--- src/rtl/aer_rx_12.sv ---
// Receiver for a 12-input AER arbiter tree: four-phase handshake with the tree root,
// grant decode to a taxel index, timestamping and a small event FIFO.
module aer_rx_12 #(
  parameter int unsigned FIFO_DEPTH = 4,
  parameter int unsigned TS_W       = 16,
  parameter int unsigned TIMEOUT    = 255
) (
  input  logic            clk,
  input  logic            rst,
  input  logic            ro,
  output logic            n_ri,
  input  logic [11:0]     n_lno,
  output logic            ev_valid,
  input  logic            ev_ready,
  output logic [3:0]      ev_addr,
  output logic [TS_W-1:0] ev_time,
  output logic            err_multi,
  output logic            err_timeout
);

  localparam int unsigned AW   = (FIFO_DEPTH < 2) ? 1 : $clog2(FIFO_DEPTH);
  localparam int unsigned CNTW = AW + 1;
  localparam int unsigned CW   = (TIMEOUT < 1) ? 1 : $clog2(TIMEOUT + 1);

  typedef enum logic [1:0] {StIdle, StAck, StWaitRoLow, StRelease} state_e;

  state_e            r_state, w_state_d;
  logic              r_ro_m, r_ro_s;
  logic [11:0]       r_g_m, r_g_s, r_g_prev;
  logic [TS_W-1:0]   r_ts, r_ts_lat;
  logic              r_n_ri, w_n_ri_d;
  logic [CW-1:0]     r_wait;
  logic              r_err_multi, r_err_timeout;
  logic [3:0]        r_mem_addr [FIFO_DEPTH];
  logic [TS_W-1:0]   r_mem_time [FIFO_DEPTH];
  logic [AW-1:0]     r_wp, r_rp;
  logic [CNTW-1:0]   r_cnt;

  logic        w_full, w_pop, w_push, w_latch, w_set_multi, w_set_tmo;
  logic        w_stable, w_onehot, w_tmo;
  logic [11:0] w_inv;
  logic [3:0]  w_idx;

  assign w_full   = (r_cnt == CNTW'(FIFO_DEPTH));
  assign ev_valid = (r_cnt != '0);
  assign w_pop    = ev_valid & ev_ready;
  assign w_inv    = ~r_g_s;
  // A grant counts only once the synchronized value has been identical for two cycles.
  assign w_stable = (r_g_s != 12'hFFF) && (r_g_s == r_g_prev);
  assign w_onehot = ((w_inv & (w_inv - 12'd1)) == 12'd0);
  assign w_tmo    = (r_wait == CW'(TIMEOUT));

  always_comb begin
    w_idx = '0;
    for (int i = 0; i < 12; i++) begin
      if (w_inv[i]) w_idx = 4'(i);
    end
  end

  always_comb begin
    w_state_d   = r_state;
    w_n_ri_d    = r_n_ri;
    w_push      = 1'b0;
    w_latch     = 1'b0;
    w_set_multi = 1'b0;
    w_set_tmo   = 1'b0;
    unique case (r_state)
      StIdle: begin
        // Only one handshake is ever in flight, so a free slot here stays reserved for it.
        if (r_ro_s && !w_full) begin
          w_state_d = StAck;
          w_n_ri_d  = 1'b0;
          w_latch   = 1'b1;
        end
      end
      StAck: begin
        if (w_stable) begin
          w_state_d = StWaitRoLow;
          if (w_onehot) w_push      = 1'b1;
          else          w_set_multi = 1'b1;
        end else if (w_tmo) begin
          w_state_d = StRelease;
          w_n_ri_d  = 1'b1;
          w_set_tmo = 1'b1;
        end
      end
      StWaitRoLow: begin
        if (!r_ro_s) begin
          w_state_d = StRelease;
          w_n_ri_d  = 1'b1;
        end else if (w_tmo) begin
          w_state_d = StRelease;
          w_n_ri_d  = 1'b1;
          w_set_tmo = 1'b1;
        end
      end
      StRelease: begin
        if (r_g_s == 12'hFFF) begin
          w_state_d = StIdle;
        end else if (w_tmo) begin
          w_state_d = StIdle;
          w_set_tmo = 1'b1;
        end
      end
      default: w_state_d = StIdle;
    endcase
  end

  always_ff @(posedge clk) begin
    if (rst) begin
      r_state       <= StIdle;
      r_ro_m        <= 1'b0;
      r_ro_s        <= 1'b0;
      r_g_m         <= 12'hFFF;
      r_g_s         <= 12'hFFF;
      r_g_prev      <= 12'hFFF;
      r_ts          <= '0;
      r_ts_lat      <= '0;
      r_n_ri        <= 1'b1;
      r_wait        <= '0;
      r_err_multi   <= 1'b0;
      r_err_timeout <= 1'b0;
      r_wp          <= '0;
      r_rp          <= '0;
      r_cnt         <= '0;
    end else begin
      r_state  <= w_state_d;
      r_ro_m   <= ro;
      r_ro_s   <= r_ro_m;
      r_g_m    <= n_lno;
      r_g_s    <= r_g_m;
      r_g_prev <= r_g_s;
      r_ts     <= r_ts + TS_W'(1);
      r_n_ri   <= w_n_ri_d;
      if (w_latch) r_ts_lat <= r_ts;
      if ((w_state_d != r_state) || (r_state == StIdle)) r_wait <= '0;
      else                                                 r_wait <= r_wait + CW'(1);
      if (w_set_multi) r_err_multi   <= 1'b1;
      if (w_set_tmo)   r_err_timeout <= 1'b1;
      if (w_push) r_wp <= r_wp + AW'(1);
      if (w_pop)  r_rp <= r_rp + AW'(1);
      unique case ({w_push, w_pop})
        2'b10:   r_cnt <= r_cnt + CNTW'(1);
        2'b01:   r_cnt <= r_cnt - CNTW'(1);
        default: r_cnt <= r_cnt;
      endcase
    end
  end

  always_ff @(posedge clk) begin
    if (w_push) begin
      r_mem_addr[r_wp] <= w_idx;
      r_mem_time[r_wp] <= r_ts_lat;
    end
  end

  assign n_ri        = r_n_ri;
  assign ev_addr     = ev_valid ? r_mem_addr[r_rp] : '0;
  assign ev_time     = ev_valid ? r_mem_time[r_rp] : '0;
  assign err_multi   = r_err_multi;
  assign err_timeout = r_err_timeout;

endmodule
--- config.mk ---
export PLATFORM = sky130hd
export DESIGN_NAME = aer_rx_12
export DESIGN_NICKNAME = d
export VERILOG_FILES = /design/src/rtl/aer_rx_12.sv
export SDC_FILE = /design/constraint.sdc
export NUM_CORES = 1
export LEC_CHECK = 0
export BUFFER_PORTS_ARGS = -buffer_cell sky130_fd_sc_hd__buf_2
export CAP_MARGIN = 30
export CORE_UTILIZATION = 45
export CTS_BUF_LIST = sky130_fd_sc_hd__clkbuf_2 sky130_fd_sc_hd__clkbuf_4 sky130_fd_sc_hd__clkbuf_8
export DETAILED_ROUTE_END_ITERATION = 10
export SLEW_MARGIN = 10
export SYNTH_ARGS = -nofsm -noshare
export SYNTH_HDL_FRONTEND = slang
export SYNTH_SLANG_ARGS = --single-unit
--- constraint.sdc ---
create_clock -name clk -period 2.55 [get_ports clk]
set_input_delay 0.255 -clock clk [delete_from_list [all_inputs] [get_ports clk]]
set_output_delay 0.255 -clock clk [all_outputs]
set_load 0.005 [all_outputs]
==> flow_summary.yaml <==
clock_tree:
  clk_pin_slew_ns: 0.08
  cts_buffer_depth: 2
  cts_made_buffers: 17
  clk_latency_ns: 0.46
  cts_root_buffer: "clkbuf_8"
  clock-sinks: 172
  h-tree-depth: 4
  cts_tree: "built"
place:
  hpwl_um: 7980
  numPortBuffers: 39
  placed_area_sq_um: 7395
  place.gp.congestion: 0.8195
  placed_cells: 754
sta:
  hold_viol: 0
  clock.fmax_ghz: 0.4036
  setup_viol: 0
  tns_ns: 0
  slew_viol_final: 0
  min_period_ns: 2.477
  clock_skew_ns: 0.005062
  rsz0062_at_grt: "true"
  slew_headroom_pct: 52.32
  tightest_slew_ns: 0.7119
  timing.final.crit_share_pct: 97.16
critical_path:
  crit_fanout: 5
  max_stage_delay_ns: 0.38
  cp.depth: 11
  startpoint: "r_g_s[4]"
  end_kind: "flop"
  r2r_slack_ns: 0.07
  critPathCapture: "r_cnt[2]"
  start_kind: "flop"
  cp_cell_sequence: "maj3_2 > a31oi_2 > a21oi_2 > and4_1 > inv_1 > ha_2 > inv_2 > fa_2 > xor2_2 > or3_1 > a21oi_1"
  r2r_start: "r_g_s[4]"
  crit_buf_inv: 2
  ff2ff_path_depth: 11
  slowest_stage: "or3_1"
  r2r-end: "r_cnt[2]"
  cp.arrival_ns: 2.87
  crit_family: "adder cells"
  worstSetupPathType: "reg2reg"
  cp_data_required_time_ns: 2.94
global_route:
  antenna_found_initial: 0
  grt_pass1_vias: 4175
  grt_pass1_wl_um: 20020
  grt_max_degree: 45
  grt-ovfl-total: 0
  track_usage_pct: 16.84
synthesis:
  synthSimpleGateAreaFrac_pct: 15.43
  synth_top_family_by_area: "simple AND/OR/NAND/NOR gates"
  ys_warn_count: 0
  async_reset_ff_share_pct: 0
  syn-cell-area_sq_um: 6844
  synth.avg_cell_area_sq_um: 13.06
  ys_types: 52
  ys_seq_area_share_pct: 62.01
  synth_seq_cells: 172
  synth_edf_count: 80
  syn_inst: 524
  synthAdderAreaFrac_pct: 2.779
  syn_nets: 553
  synthFlopType: "dfxtp_1"
  muxShareOfSynthArea_pct: 9.068
  synth_compound_area_share_pct: 3.492
  synthXorXnorAreaFrac_pct: 4.607
final_layout:
  multi_input_area_sq_um: 2477
  final_util_pct: 54.44
  fillers: 1241
  n_antenna_cell: 0
  regArea_sq_um: 4262
  areaGrowthSynthToFinish_pct: 16.93
  drive_gt1_share_pct: 30.84
  fin_area_sq_um: 8003
  fin_cells: 800
  final_nets: 632
detailed_routing:
  wl_per_cell_um: 15.42
  dr.pass1.iters: 6
  ant_nets: 0
  viasPerCell: 5.121
  drt_iter0_markers: 231
  dr_total_vias: 4097
  drt-total-wl_um: 12340
  drc: 0
power:
  power_mw: 5.613
  power_density_nw_per_um2: 701.3
  p_leak_nw: 3.072
  ir_worst_vdd_uv: 403.3
die:
  die_w_um: 125.3
  die_h_um: 125.3
  die_area_sq_um: 15710
  start_util_pct: 46.56
  ios: 40
  core_sq_um: 14700
  floorplan.rows: 44
hold_path:
  min_path_type: "in2reg"
outcome:
  status: "complete, no violations"
job:
  cap_violations: 0
[cell type report]
type | count | area share (%)
inverter | 19 | 0.8912
tap | 184 | 2.877
multi-input combinational | 311 | 30.96
clock buffer | 17 | 2.924
sequential | 172 | 53.25
timing repair buffer | 82 | 7.083
clock inverter | 15 | 2.017
[power breakdown]
part           internal [mW]  switching, mW
sequential              2.93         0.0463
combinational          0.317          0.432
clock                  0.885          0.999
[registers in the layout, indices dropped and copies added, names as in the netlist, 8 cells and up, named ones only]
signal / flops
r_wait: 8
r_g_s: 12
r_ts: 16
r_mem_time: 64
r_g_prev: 12
r_mem_addr: 16
r_g_m: 12
r_ts_lat: 16
[cell usage in the layout, fill, tap and decap left out, types with 4 or more instances in the layout]
master          n
a21oi_1         8
and2_1         25
and3_1          5
buf_2          39
buf_4          28
clkbuf_8       17
clkinv_4        4
dfxtp_1        84
dfxtp_2         5
dlygate4sd3_1  13
edfxtp_1       80
ha_1           11
inv_1          17
mux2i_1        17
mux4_2         20
nand2_1        18
nand3_1        17
nand4_1         8
nor2_1         46
nor2b_1         4
nor4_1          9
o21ai_0         9
or2_2          33
xnor2_1        22
xor2_1         10
[how the worst min path moves through the flow]
stage | cells after the start | from | end | slack, ns
global route | 2 | rst | r_ro_s | 0.32
CTS | 2 | rst | r_ro_m | 0.25
floorplan | 1 | n_lno[0] | r_g_m[0] | 0.36
finish | 2 | rst | r_ro_m | 0.27
global placement | 1 | r_g_m[2] | r_g_s[2] | 0.40
detailed placement | 1 | r_g_m[11] | r_g_s[11] | 0.39
[through the flow]
stage	worst slack [ns]	hold slack, ns
after floorplan	0.002722	0.3588
after global routing	-0.04831	0.3177
after global placement	0.1330	0.3954
after CTS	0.005310	0.2473
final	0.07252	0.2690
after detailed placement	0.01978	0.3932
[cells in the mapped netlist (2+ instances only)]
| cell type | number | share of area (%) |
|---|---|---|
| clkbuf_1 | 13 | 0.71 |
| nand2_1 | 18 | 0.99 |
| and2_1 | 25 | 2.3 |
| nor2_1 | 46 | 2.5 |
| mux2i_1 | 17 | 2.5 |
| maj3_1 | 2 | 0.29 |
| buf_2 | 5 | 0.37 |
| edfxtp_1 | 80 | 35 |
| a21boi_0 | 2 | 0.22 |
| o211ai_1 | 3 | 0.33 |
| xor2_1 | 11 | 1.4 |
| and4_1 | 4 | 0.51 |
| mux4_2 | 20 | 6.6 |
| nor2b_1 | 4 | 0.37 |
| nand4_1 | 8 | 0.73 |
| xnor2_1 | 25 | 3.2 |
| nor4_1 | 9 | 0.82 |
| a31oi_1 | 4 | 0.37 |
| nand3_1 | 17 | 1.2 |
| nor3_1 | 2 | 0.15 |
| a21oi_1 | 9 | 0.66 |
| and3_1 | 5 | 0.46 |
| inv_1 | 19 | 1.0 |
| ha_1 | 12 | 2.2 |
| or2_2 | 33 | 3.0 |
| o2111ai_1 | 2 | 0.26 |
| and2_2 | 2 | 0.22 |
| o21ai_0 | 9 | 0.66 |
| or3_1 | 2 | 0.18 |
| buf_6 | 2 | 0.33 |
| and4_4 | 2 | 0.33 |
| dfxtp_1 | 92 | 27 |
[timing repair]
item / 4_1_cts / 5_1_grt
setup buffers: 0 / 1
hold buffers: 13 / 0
resized for setup: 0 / 25
endpoints found under the hold margin: 13 / 0
setup endpoints to repair: 0 / 1
[metal layers]
layer	vias up	part of all wire [%]	wire length, um	GRT usage, %
met5	-	0	0	0
met2	60	51	6297	28.62
li1	2022	-	-	-
met4	0	1.4	174	7.604
met3	12	2.7	339	4.536
met1	2003	45	5523	20.00
[cells by family (layout without fill, tap and decap cells)]
kind of cell	count (synthesis)	after routing
AOI/OAI and AO/OA	36	36
xor gates and xnor gates	36	36
adders and majority gates	15	15
buffers and inverters	41	133
DFF	172	172
muxes	37	37
and+or+nand+nor	187	187
Note: power is estimated with default switching activity, not from simulation.
